==> src/rtl/i8088_bus_master_if.sv <==
// Command port plus multiplexed 8088 bus signals for the bus-cycle initiator.
// The master modport is the initiator's view; slave is the requester/responder side.
interface i8088_bus_master_if;
  logic        req_valid;
  logic        req_ready;
  logic        req_write;
  logic        req_io;
  logic [19:0] req_addr;
  logic [7:0]  req_wdata;
  logic        rsp_valid;
  logic [7:0]  rsp_rdata;
  logic        rsp_err;
  logic        ALE;
  logic [11:0] A;
  logic [7:0]  AD_O;
  logic        AD_OE;
  logic [7:0]  AD_I;
  logic        IOM;
  logic        DTR;
  logic        DEN;
  logic        RD;
  logic        WR;
  logic        READY;

  modport master (
    input  req_valid, req_write, req_io, req_addr, req_wdata, AD_I, READY,
    output req_ready, rsp_valid, rsp_rdata, rsp_err,
    output ALE, A, AD_O, AD_OE, IOM, DTR, DEN, RD, WR
  );

  modport slave (
    output req_valid, req_write, req_io, req_addr, req_wdata, AD_I, READY,
    input  req_ready, rsp_valid, rsp_rdata, rsp_err,
    input  ALE, A, AD_O, AD_OE, IOM, DTR, DEN, RD, WR
  );
endinterface

==> src/rtl/i8088_bus_master.sv <==
// Minimum-mode 8088 bus-cycle initiator: one command -> T1..T4 (+TW while READY low), rsp_valid in T4, 4 clocks minimum.
// req_ready only in IDLE/T4; define BUS_TIMEOUT_EN to bound wait states at WAIT_LIMIT and flag rsp_err.
module i8088_bus_master #(
  parameter int WAIT_LIMIT = 15
) (
  input logic                CLK,
  input logic                RESET,
  i8088_bus_master_if.master bus
);

  typedef enum logic [2:0] {IDLE, T1, T2, T3, TW, T4} state_t;

  state_t      state, state_n;
  logic [19:0] addr_q, addr_n;
  logic [7:0]  wdata_q, wdata_n;
  logic        write_q, write_n;
  logic        io_q, io_n;

  logic        req_ready_q, req_ready_n;
  logic        rsp_valid_q, rsp_valid_n;
  logic [7:0]  rsp_rdata_q, rsp_rdata_n;
  logic        ale_q, ale_n;
  logic [11:0] a_q, a_n;
  logic [7:0]  ad_o_q, ad_o_n;
  logic        ad_oe_q, ad_oe_n;
  logic        iom_q, iom_n;
  logic        dtr_q, dtr_n;
  logic        den_q, den_n;
  logic        rd_q, rd_n;
  logic        wr_q, wr_n;

  logic        accept;
  assign accept = bus.req_valid & req_ready_q;

`ifdef BUS_TIMEOUT_EN
  localparam int CW = (WAIT_LIMIT > 15) ? $clog2(WAIT_LIMIT + 1) : 4;
  logic [CW-1:0] wait_cnt_q, wait_cnt_n;
  logic          err_q, err_n;
  logic          timeout;
`endif

  always_comb begin
    state_n     = state;
    addr_n      = addr_q;
    wdata_n     = wdata_q;
    write_n     = write_q;
    io_n        = io_q;
    rsp_rdata_n = rsp_rdata_q;
    a_n         = a_q;
    ad_o_n      = ad_o_q;
    iom_n       = iom_q;
    dtr_n       = dtr_q;
    ale_n       = 1'b0;
    ad_oe_n     = 1'b0;
    den_n       = 1'b1;
    rd_n        = 1'b1;
    wr_n        = 1'b1;
    req_ready_n = 1'b0;
    rsp_valid_n = 1'b0;
`ifdef BUS_TIMEOUT_EN
    wait_cnt_n  = wait_cnt_q;
    err_n       = err_q;
    timeout     = 1'b0;
`endif

    if (accept) begin
      // I/O space only decodes 16 bits; keep the upper nibble quiet on the bus.
      addr_n  = bus.req_io ? {4'h0, bus.req_addr[15:0]} : bus.req_addr;
      wdata_n = bus.req_wdata;
      write_n = bus.req_write;
      io_n    = bus.req_io;
`ifdef BUS_TIMEOUT_EN
      err_n   = 1'b0;
`endif
    end

    case (state)
      IDLE:    if (accept) state_n = T1;
      T4:      state_n = accept ? T1 : IDLE;
      T1:      state_n = T2;
      T2:      state_n = T3;
      T3, TW: begin
        if (bus.READY) begin
          state_n = T4;
        end else begin
`ifdef BUS_TIMEOUT_EN
          if (wait_cnt_q == CW'(WAIT_LIMIT)) begin
            state_n = T4;
            timeout = 1'b1;
            err_n   = 1'b1;
          end else begin
            state_n = TW;
          end
`else
          state_n = TW;
`endif
        end
      end
      default: state_n = IDLE;
    endcase

`ifdef BUS_TIMEOUT_EN
    if (state == T2)
      wait_cnt_n = '0;
    else if (state_n == TW)
      wait_cnt_n = wait_cnt_q + 1'b1;
`endif

    if ((state == T3 || state == TW) && state_n == T4 && !write_q) begin
      rsp_rdata_n = bus.AD_I;
`ifdef BUS_TIMEOUT_EN
      if (timeout) rsp_rdata_n = 8'hFF;
`endif
    end

    // Outputs are decoded from the next state so they register in step with it.
    case (state_n)
      IDLE: req_ready_n = 1'b1;
      T1: begin
        ale_n   = 1'b1;
        a_n     = addr_n[19:8];
        ad_o_n  = addr_n[7:0];
        ad_oe_n = 1'b1;
        iom_n   = io_n;
        dtr_n   = write_n;
      end
      T2, T3, TW: begin
        den_n = 1'b0;
        if (write_n) begin
          ad_o_n  = wdata_n;
          ad_oe_n = 1'b1;
          wr_n    = 1'b0;
          dtr_n   = 1'b1;
        end else begin
          rd_n  = 1'b0;
          dtr_n = 1'b0;
        end
      end
      T4: begin
        req_ready_n = 1'b1;
        rsp_valid_n = 1'b1;
      end
      default: ;
    endcase
  end

  always_ff @(posedge CLK) begin
    if (RESET) begin
      state       <= IDLE;
      addr_q      <= '0;
      wdata_q     <= '0;
      write_q     <= 1'b0;
      io_q        <= 1'b0;
      req_ready_q <= 1'b1;
      rsp_valid_q <= 1'b0;
      rsp_rdata_q <= 8'h00;
      ale_q       <= 1'b0;
      a_q         <= '0;
      ad_o_q      <= '0;
      ad_oe_q     <= 1'b0;
      iom_q       <= 1'b0;
      dtr_q       <= 1'b1;
      den_q       <= 1'b1;
      rd_q        <= 1'b1;
      wr_q        <= 1'b1;
`ifdef BUS_TIMEOUT_EN
      wait_cnt_q  <= '0;
      err_q       <= 1'b0;
`endif
    end else begin
      state       <= state_n;
      addr_q      <= addr_n;
      wdata_q     <= wdata_n;
      write_q     <= write_n;
      io_q        <= io_n;
      req_ready_q <= req_ready_n;
      rsp_valid_q <= rsp_valid_n;
      rsp_rdata_q <= rsp_rdata_n;
      ale_q       <= ale_n;
      a_q         <= a_n;
      ad_o_q      <= ad_o_n;
      ad_oe_q     <= ad_oe_n;
      iom_q       <= iom_n;
      dtr_q       <= dtr_n;
      den_q       <= den_n;
      rd_q        <= rd_n;
      wr_q        <= wr_n;
`ifdef BUS_TIMEOUT_EN
      wait_cnt_q  <= wait_cnt_n;
      err_q       <= err_n;
`endif
    end
  end

  assign bus.req_ready = req_ready_q;
  assign bus.rsp_valid = rsp_valid_q;
  assign bus.rsp_rdata = rsp_rdata_q;
  assign bus.ALE       = ale_q;
  assign bus.A         = a_q;
  assign bus.AD_O      = ad_o_q;
  assign bus.AD_OE     = ad_oe_q;
  assign bus.IOM       = iom_q;
  assign bus.DTR       = dtr_q;
  assign bus.DEN       = den_q;
  assign bus.RD        = rd_q;
  assign bus.WR        = wr_q;
`ifdef BUS_TIMEOUT_EN
  assign bus.rsp_err   = err_q;
`else
  assign bus.rsp_err   = 1'b0;
`endif

endmodule

==> src/flat_wrapper.sv <==
// flat-port wrapper written by rule: the top's interface ports become plain ports
module i8088_bus_master_flat 
#(
  parameter int WAIT_LIMIT = 15
)
  (CLK, RESET, bus_req_valid, bus_req_write, bus_req_io, bus_req_addr, bus_req_wdata, bus_AD_I, bus_READY, bus_req_ready, bus_rsp_valid, bus_rsp_rdata, bus_rsp_err, bus_ALE, bus_A, bus_AD_O, bus_AD_OE, bus_IOM, bus_DTR, bus_DEN, bus_RD, bus_WR);
  i8088_bus_master_if bus_i ();
  input logic CLK;
  input logic RESET;
  input wire logic [$bits(bus_i.req_valid)-1:0] bus_req_valid;
  input wire logic [$bits(bus_i.req_write)-1:0] bus_req_write;
  input wire logic [$bits(bus_i.req_io)-1:0] bus_req_io;
  input wire logic [$bits(bus_i.req_addr)-1:0] bus_req_addr;
  input wire logic [$bits(bus_i.req_wdata)-1:0] bus_req_wdata;
  input wire logic [$bits(bus_i.AD_I)-1:0] bus_AD_I;
  input wire logic [$bits(bus_i.READY)-1:0] bus_READY;
  output wire logic [$bits(bus_i.req_ready)-1:0] bus_req_ready;
  output wire logic [$bits(bus_i.rsp_valid)-1:0] bus_rsp_valid;
  output wire logic [$bits(bus_i.rsp_rdata)-1:0] bus_rsp_rdata;
  output wire logic [$bits(bus_i.rsp_err)-1:0] bus_rsp_err;
  output wire logic [$bits(bus_i.ALE)-1:0] bus_ALE;
  output wire logic [$bits(bus_i.A)-1:0] bus_A;
  output wire logic [$bits(bus_i.AD_O)-1:0] bus_AD_O;
  output wire logic [$bits(bus_i.AD_OE)-1:0] bus_AD_OE;
  output wire logic [$bits(bus_i.IOM)-1:0] bus_IOM;
  output wire logic [$bits(bus_i.DTR)-1:0] bus_DTR;
  output wire logic [$bits(bus_i.DEN)-1:0] bus_DEN;
  output wire logic [$bits(bus_i.RD)-1:0] bus_RD;
  output wire logic [$bits(bus_i.WR)-1:0] bus_WR;
  assign bus_i.req_valid = bus_req_valid;
  assign bus_i.req_write = bus_req_write;
  assign bus_i.req_io = bus_req_io;
  assign bus_i.req_addr = bus_req_addr;
  assign bus_i.req_wdata = bus_req_wdata;
  assign bus_i.AD_I = bus_AD_I;
  assign bus_i.READY = bus_READY;
  assign bus_req_ready = bus_i.req_ready;
  assign bus_rsp_valid = bus_i.rsp_valid;
  assign bus_rsp_rdata = bus_i.rsp_rdata;
  assign bus_rsp_err = bus_i.rsp_err;
  assign bus_ALE = bus_i.ALE;
  assign bus_A = bus_i.A;
  assign bus_AD_O = bus_i.AD_O;
  assign bus_AD_OE = bus_i.AD_OE;
  assign bus_IOM = bus_i.IOM;
  assign bus_DTR = bus_i.DTR;
  assign bus_DEN = bus_i.DEN;
  assign bus_RD = bus_i.RD;
  assign bus_WR = bus_i.WR;
  i8088_bus_master #(.WAIT_LIMIT(WAIT_LIMIT)) u_core (.CLK(CLK), .RESET(RESET), .bus(bus_i));
endmodule
==> config.mk <==
export PLATFORM = sky130hd
export DESIGN_NAME = i8088_bus_master_flat
export DESIGN_NICKNAME = d
export VERILOG_FILES = /design/src/rtl/i8088_bus_master_if.sv /design/src/rtl/i8088_bus_master.sv /design/src/flat_wrapper.sv
export SDC_FILE = /design/constraint.sdc
export NUM_CORES = 1
export LEC_CHECK = 0
export CAP_MARGIN = 5
export CORE_MARGIN = 5
export CORE_UTILIZATION = 51
export DETAILED_ROUTE_END_ITERATION = 12
export PLACE_DENSITY = 0.84
export SYNTH_ARGS = -nofsm -noshare
export SYNTH_HDL_FRONTEND = slang
export SYNTH_SLANG_ARGS = --single-unit
==> constraint.sdc <==
create_clock -name CLK -period 4.2 [get_ports CLK]
set_input_delay 1.05 -clock CLK [delete_from_list [all_inputs] [get_ports CLK]]
set_output_delay 1.05 -clock CLK [all_outputs]
set_load 0.05 [all_outputs]
### Word-level counts from Yosys, hierarchy flattened

Index checks and enable logic that the tools add are counted.
Widths: inputs -> output; s select.

| word-level totals | value |
|---|---|
| bits in registers | 70 |
| bits in latches | 0 |
| RAM bits | 0 |
| bits in read-only memories | 0 |
| input bits | 42 |
| output and inout bits | 38 |
| word-level logic and storage cells | 61 |
| memories | 0 |

| operators by class | value |
|---|---|
| add/sub/neg operators | 0 |
| $mul | 0 |
| div/mod/pow operators | 0 |
| magnitude comparators | 0 |
| eq/ne operators | 11 |
| shift operators | 0 |
| muxes and demuxes | 19 |
| bitwise operators | 2 |
| reductions and logical operators | 12 |

Operator list:

| cell | count |
|---|---|
| $mux 20 | 2 |
| $mux 8 | 2 |
| $pmux 8 s2 | 1 |
| $pmux 3 s5 | 1 |
| $eq 3x2->1 const B | 4 |
| $eq 3x3->1 const B | 4 |
| $mux 1 | 10 |
| $eq 3x1->1 const B | 2 |
| $logic_not 3->1 | 2 |
| $reduce_or 2->1 | 3 |
| $pmux 1 s2 | 2 |
| $mux 3 | 1 |
| $reduce_or 3->1 | 1 |
| $logic_and 1x1->1 | 2 |
| $ne 2x1->1 const B | 1 |
| $reduce_and 2->1 | 1 |
| $reduce_bool 2->1 | 1 |
| $and 1x1->1 | 1 |
| $logic_not 1->1 | 1 |
| $logic_or 1x1->1 | 1 |
| $not 1->1 | 1 |

### Depth between registers and ports, before layout

| depth | value |
|---|---|
| depth after elaboration | 7 |
| mapped depth | 7 |
| gate-level depth less buffers | 4 |

### Worst setup path before layout

No wires, ideal clock.

| path | value |
|---|---|
| path kind | input port to flip-flop |
| start | input port bus_req_valid |
| end | register u_core.ad_o_q[0] (netlist: u_core.bus.AD_O[0]) |
| setup time | 0.092 ns |
| data arrival time | 2.212 ns |
| data required time | 4.108 ns |
| setup slack | 1.895 ns |
| stages | 5 |
| buffers on the path | 1 |
| path through | nand2_2 > or3_4 > a2111o_1 > buf_6 > o32ai_1 |

| on the way | value |
|---|---|
| cells in the longest elaborated chain, start to end | 7 |
| elaborated cells between the ends (all ways) | 17 |
| those cells by class | 5 x eq/ne; 8 x mux; 1 x bitwise; 3 x reduce/logical |

RTL lines:

| what | line | text |
|---|---|---|
| from (decl) | flat_wrapper.sv:10 | `input wire logic [$bits(bus_i.req_valid)-1:0] bus_req_valid;` |
| $and 1x1->1 (*) | i8088_bus_master.sv:33 | `assign accept = bus.req_valid & req_ready_q;` |
| $mux 1 / $mux 3 (equally long branches) | i8088_bus_master.sv:79, i8088_bus_master.sv:78 |  |
| $pmux 3 s5 | i8088_bus_master.sv:77 | `case (state)` |
| $eq 3x2->1 / $eq 3x3->1 (equally long branches) | i8088_bus_master.sv:117 | `case (state_n)` |
| $reduce_or 3->1 | i8088_bus_master.sv:117 |  |
| $ne 2x1->1 (no source line) / $reduce_bool 2->1 (equally long branches) | -- |  |
| $reduce_and 2->1 (no source line) | -- |  |
| to (signal assigned) | i8088_bus_master.sv:181 | `ad_o_q <= ad_o_n;` |
| to (decl) | i8088_bus_master.sv:24 | `logic [7:0] ad_o_q, ad_o_n;` |

Mark *: on every way between the ends. The rest lies on a longest branch, timed or not. The select of a mux whose other input is x is not followed.
A chain may end at the register's enable or synchronous reset.

### Final worst setup path

| path | value |
|---|---|
| start | input port bus_req_valid |
| end | register u_core.ad_o_q[4] (netlist: u_core.bus.AD_O[4]) |

The elaborated chain is that of the path after synthesis.

==> results.ini <==
[job]
maxCapViolations = 0

[power]
ir_worst_vdd_mv = 0.350
p_total_w = 0.00211
powerDensity_mw_per_mm2 = 554
leakagePower_nw = 1.46

[routing]
dr.pass1.iters = 4
wl_per_cell_um = 13.3
drc_errors = 0
via_per_inst = 4.97
dr.first_iter.drc_count = 106
wirelength_um = 6100
num_vias = 2276
ant_nets = 0

[setup_path]
crit_chain = clkdlybuf4s50_1 -> nand2_2 -> or3_4 -> a2111o_1 -> o32ai_1
required_ps = 4430
path_class = in -> reg
critPathSlowestCell = a2111o_1
cp_max_fo = 28
crit_path_start_kind = primary input
crit_buf_inv = 1
critical_path.top_delay_family = simple AND/OR/NAND/NOR gates
arrival_ps = 3110
critPathCaptureType = flop
worst_path_largest_cell_delay_ps = 560

[finish]
nNetsFinal = 425
layout-drive-gt1-share_pct = 8.03
diodes = 0
fin_cells = 458
area_growth_pct = 31.8

[global_routing]
grt_pass1_wl_um = 10400
grt_max_degree = 37
grt_pass1_vias = 2327
grt.overflow.total = 0
grt_use_total_pct = 18.1
antenna_found_initial = 0

[min_path]
hp-class = reg -> reg

[timing]
min_period_ps = 2880
skew_ps = 4.17
worst_slew_pin_slew_ps = 585
holdWs_ps = 456
relSlewSlack_pct = 60.9
rsz0062_at_grt = no
fin_crit_sh_pct = 68.5
hold_viol = 0
fmax_ghz = 0.348
setup-tns-final_ps = 0
finalMaxSlewViolations = 0
setup_viol = 0

[logic_synthesis]
synthFlopType = dfxtp_1
synth.top_cells.by_count = dfxtp_1, inv_1, nor2_1
seq_area_frac_synth_pct = 48.6
yosys_warnings = 0
syn_area_per_cell_um2 = 9.21
synth_edf_count = 0
ys_types = 36
synthCells = 313
yosysMostFrequentCell = dfxtp_1
synth.area.top_cells = dfxtp_1, mux2i_1, mux4_2, inv_1, nor2_1
syn-cell-area_mm2 = 0.00288
synth_top_area_share_pct = 48.6
ys_ff_latch = 70
synth_area_leader_cell = dfxtp_1
async_flop_share_pct = 0
syn-num-nets = 355

[placed_design]
place_hpwl_um = 4340
globalplace.congestion = 0.811
io_buffers = 78
numPlacedInstances = 444

[clocking]
cts_buffer_depth = 2
cts_made_buffers = 9
root_buffer = clkbuf_8
htree_levels = 3
clk_pin_slew_ps = 70
clock_sinks = 70
hold_buffers = 0
ctsResizeCount = 0
tritoncts = yes
clk_latency_ps = 330
cts_setup_buffers = 0

[floorplanning]
die_w_um = 85.2
placementRows = 27
ioPinCount = 80
initial_core_util_pct = 52.4
core-area_mm2 = 0.00551
dieArea_mm2 = 0.00726
die_y_um = 85.2

[run_status]
status = finished, final reports clean

[state kept, by name, summed over array words and instances (netlist names), 3 cells and up]
signal / cells
u_core.wdata_q: 8
u_core.bus.AD_O: 8
u_core.bus.rsp_rdata: 8
u_core.state: 3
u_core.addr_q: 20
u_core.bus.A: 12
[worst reg2reg max path: cells and delay by family (launching register included)]
family	cells	cell delay, ps
AOI/OAI and AO/OA	2	750
DFF	1	360
and+or+nand+nor	2	810
[final timing paths]
kind | to | cells after the start | slack (ps) | start
max | u_core.bus.AD_O[4]$_SDFFE_PP0P_ | 5 | 1320 | bus_req_valid
min | u_core.addr_q[2]$_SDFF_PP0_ | 2 | 460 | u_core.addr_q[2]$_SDFF_PP0_
max reg2reg | u_core.bus.AD_O[4]$_SDFFE_PP0P_ | 4 | 2180 | u_core.bus.req_ready$_SDFF_PP1_
min reg2reg | u_core.addr_q[2]$_SDFF_PP0_ | 2 | 460 | u_core.addr_q[2]$_SDFF_PP0_
[routing by layer]
layer | vias to the layer above | track usage, % | wire length (um)
li1 | 1170 | - | -
met1 | 1033 | 21.4 | 2620
met2 | 64 | 29.1 | 2910
met3 | 9 | 6.21 | 432
met4 | 0 | 9.21 | 138
met5 | - | 0 | 0
[placed cells by master (no fill, tap or decap), drive strengths merged, types with 2 or more instances in the layout]
cell,count
a211oi,14
a21oi,21
and2,2
buf,4
clkbuf,12
clkdlybuf4s50,77
clkinv,2
dfxtp,70
inv,45
mux2i,18
mux4,8
nand2,35
nor2,38
nor2b,2
nor3b,6
o21ai,4
o32ai,8
or3,4
xor2,2
[kinds of logic after synthesis]
| group | synth area share, % |
|---|---|
| mux | 13.0 |
| flops | 48.6 |
| simple gates | 14.6 |
| buf+inv | 10.3 |
| compound gates | 12.7 |
| xor+xnor | 0.608 |
| other cells | 0.130 |
[cell type report]
cell class	instances	area, um2
clock buffers	12	145
multi-input cells	176	1190
well taps	72	90.1
repair buffers	81	798
fillers	423	1710
clock inverters	2	10.0
inverters	45	169
flip-flops and latches	70	1400
[through the flow]
stage               utilization, %  instance area [um2]  setup WS (ps)
floorplan                        -                 2880           1900
global placement              66.2                 3640           1040
detailed placement            66.2                 3640            993
CTS                           69.0                 3800           1310
global route                  69.0                 3800           1180
finish                        69.0                 3800           1320
[power breakdown]
part / switching [W] / internal, W
clock: 0.000222 / 0.000222
combinational: 0.000503 / 0.000323
sequential: 0.0000664 / 0.000770
No activity file was read; power rests on OpenSTA's default activity.
==> edit: new RTL, same settings <==
Build with the macro `BUS_TIMEOUT_EN` defined.
--- a/src/rtl/i8088_bus_master.sv
+++ b/src/rtl/i8088_bus_master.sv
@@ -1,5 +1,7 @@
 // Minimum-mode 8088 bus-cycle initiator: one command -> T1..T4 (+TW while READY low), rsp_valid in T4, 4 clocks minimum.
 // req_ready only in IDLE/T4; define BUS_TIMEOUT_EN to bound wait states at WAIT_LIMIT and flag rsp_err.
+`define BUS_TIMEOUT_EN
+
 module i8088_bus_master #(
   parameter int WAIT_LIMIT = 15
 ) (
Behaviour: same outputs for any inputs over 10 cycles, from zero or initial values and one cycle with RESET high; that may be too few to reach the edited logic, so the function may still have changed.
==> edit against the original RTL <==
Sequential cell count increased by 5. Synthesized cell count increased by 1.6%. Area after synthesis increased by 4.6%. Critical path depth increased by 1. Setup slack got worse by 0.039 ns. Routed wire length increased by 17%. Register-to-register slack got worse by 0.08 ns. Total power decreased by 3.0%. Design area increased by 5.2%. Clock skew increased by 0.0014 ns. Critical endpoint is now u_core.bus.A[2]$_SDFFE_PP0P_. Highest routed layer unchanged.
==> edit: results (changes against the original RTL) <==
stage	metric	value	unit	change
final_layout	num sequential	75		was 70
die	Die W	86.88	um	was 85.18 um
placed_design	Placer Congestion	0.8401		was 0.8109
placed_design	hpwl dp	4919	um	was 4336 um
final_layout	Filler cells	497		was 423
setup_path	R2R Path End	u_core.bus.AD_O[3]$_SDFFE_PP0P_		was u_core.bus.AD_O[4]$_SDFFE_PP0P_
yosys	ranking of synthesized cells by area	dfxtp_1 50%, mux2i_1 8.6%, nor2_1 7.6%		was dfxtp_1 49%, mux2i_1 6.3%, mux4_2 6.3%
final_layout	buffers outside the clock class	82		was 81
yosys	post-synthesis mux area share	8.634	%	was 13.02%
setup_path	worst r2r path cells	6		was 4
timing	Fin Hold WS	0.4721	ns	was 0.4559 ns
final_layout	fraction of area in multi-input gates	35.28	%	was 31.22%
setup_path	crit-path leading delay family	simple AND/OR/NAND/NOR gates		unchanged
pwr	Sw Share	35.80	%	was 37.54%
pwr	total design power	2044	uW	was 2106 uW
status	status	finished, final reports clean		unchanged
global_routing	global-route wire length before repair	11250	um	was 10430 um
final_layout	inverter count	1		was 45
placed_design	port bufs	79		was 78
final_layout	fraction of final layout cells sized beyond drive strength 1	7.379	%	was 8.031%
pwr	Seq pwr share	42.0	%	was 39.7%
pwr	Clk power	502	uW	was 444 uW
final_layout	Sequential Area	1501	um2	was 1401 um2
hold_path	hold_sp	u_core.bus.rsp_err$_SDFF_PP0_		was u_core.addr_q[2]$_SDFF_PP0_
drt	DR vias	2549		was 2276
final_layout	multi-input logic cell count	220		was 176
setup_path	R2R Path Start	u_core.wait_cnt_q[0]$_SDFFE_PP0N_		was u_core.bus.req_ready$_SDFF_PP1_
timing	Max transition margin	41.70	%	was 60.90%
yosys	post-synthesis sequential area ratio	49.81	%	was 48.61%
final_layout	Finished Core Util	68.72	%	was 69.01%
yosys	Synth Area in Compound Gates	17.02	%	was 12.72%
global_routing	GRT Total Usage	18.91	%	was 18.10%
setup_path	Crit Path Max Fanout	21		was 28
setup_path	slowest stage delay, CP	0.62	ns	was 0.56 ns
placed_design	cell total after placement	453		was 444
drt	initial drt markers	128		was 106
global_routing	vias in the first global route	2341		was 2327
final_layout	post-route insts no fill	468		was 458
final_layout	NonClk Buf Share	20.23	%	was 21.01%
timing	Layout Skew	0.005605	ns	was 0.004166 ns
yosys	Cell variety after synth	48		was 36
setup_path	Worst EP arrival	3.16	ns	was 3.11 ns
drt	WL met2	3461	um	was 2906 um
final_layout	Final nets	432		was 425
setup_path	reg-to-reg setup timing slack	2.10	ns	was 2.18 ns
yosys	Synth Area in XOR/XNOR	1.453	%	was 0.6076%
placed_design	pre-CTS WS	0.9502	ns	was 0.9925 ns
drt	total routed wirelength	7116	um	was 6101 um
final_layout	Clock-cell share	4.477	%	was 4.083%
yosys	Mapped Nets	361		was 355
hold_path	Hold Path Sink	u_core.bus.rsp_err$_SDFF_PP0_		was u_core.addr_q[2]$_SDFF_PP0_
[edit: cell types whose count changed after synthesis, moves of 9 or more]
cell,change
a21oi_1,-11
inv_1,-44
nand2_1,-17
nor2_1,+23
o211ai_1,+9
[edit: worst max-delay path by stage]
stage,depth (start not counted),startpoint,endpoint,slack [ns]
final,6,bus_req_valid,u_core.bus.A[2]$_SDFFE_PP0P_,1.28
after global routing,6,bus_req_valid,u_core.bus.A[9]$_SDFFE_PP0P_,1.14
after CTS,6,bus_req_valid,u_core.bus.A[2]$_SDFFE_PP0P_,1.30
after detailed placement,6,bus_req_valid,u_core.bus.A[2]$_SDFFE_PP0P_,0.95
after global placement,6,bus_req_valid,u_core.bus.AD_O[1]$_SDFFE_PP0P_,1.07
after floorplan,7,bus_req_valid,u_core.bus.AD_O[4]$_SDFFE_PP0P_,1.95
[edit: layer usage]
layer,GRT usage (%),vias to the layer above
met3,3.879,4
li1,-,1279
met5,0,-
met4,8.074,0
met2,29.74,80
met1,25.18,1186
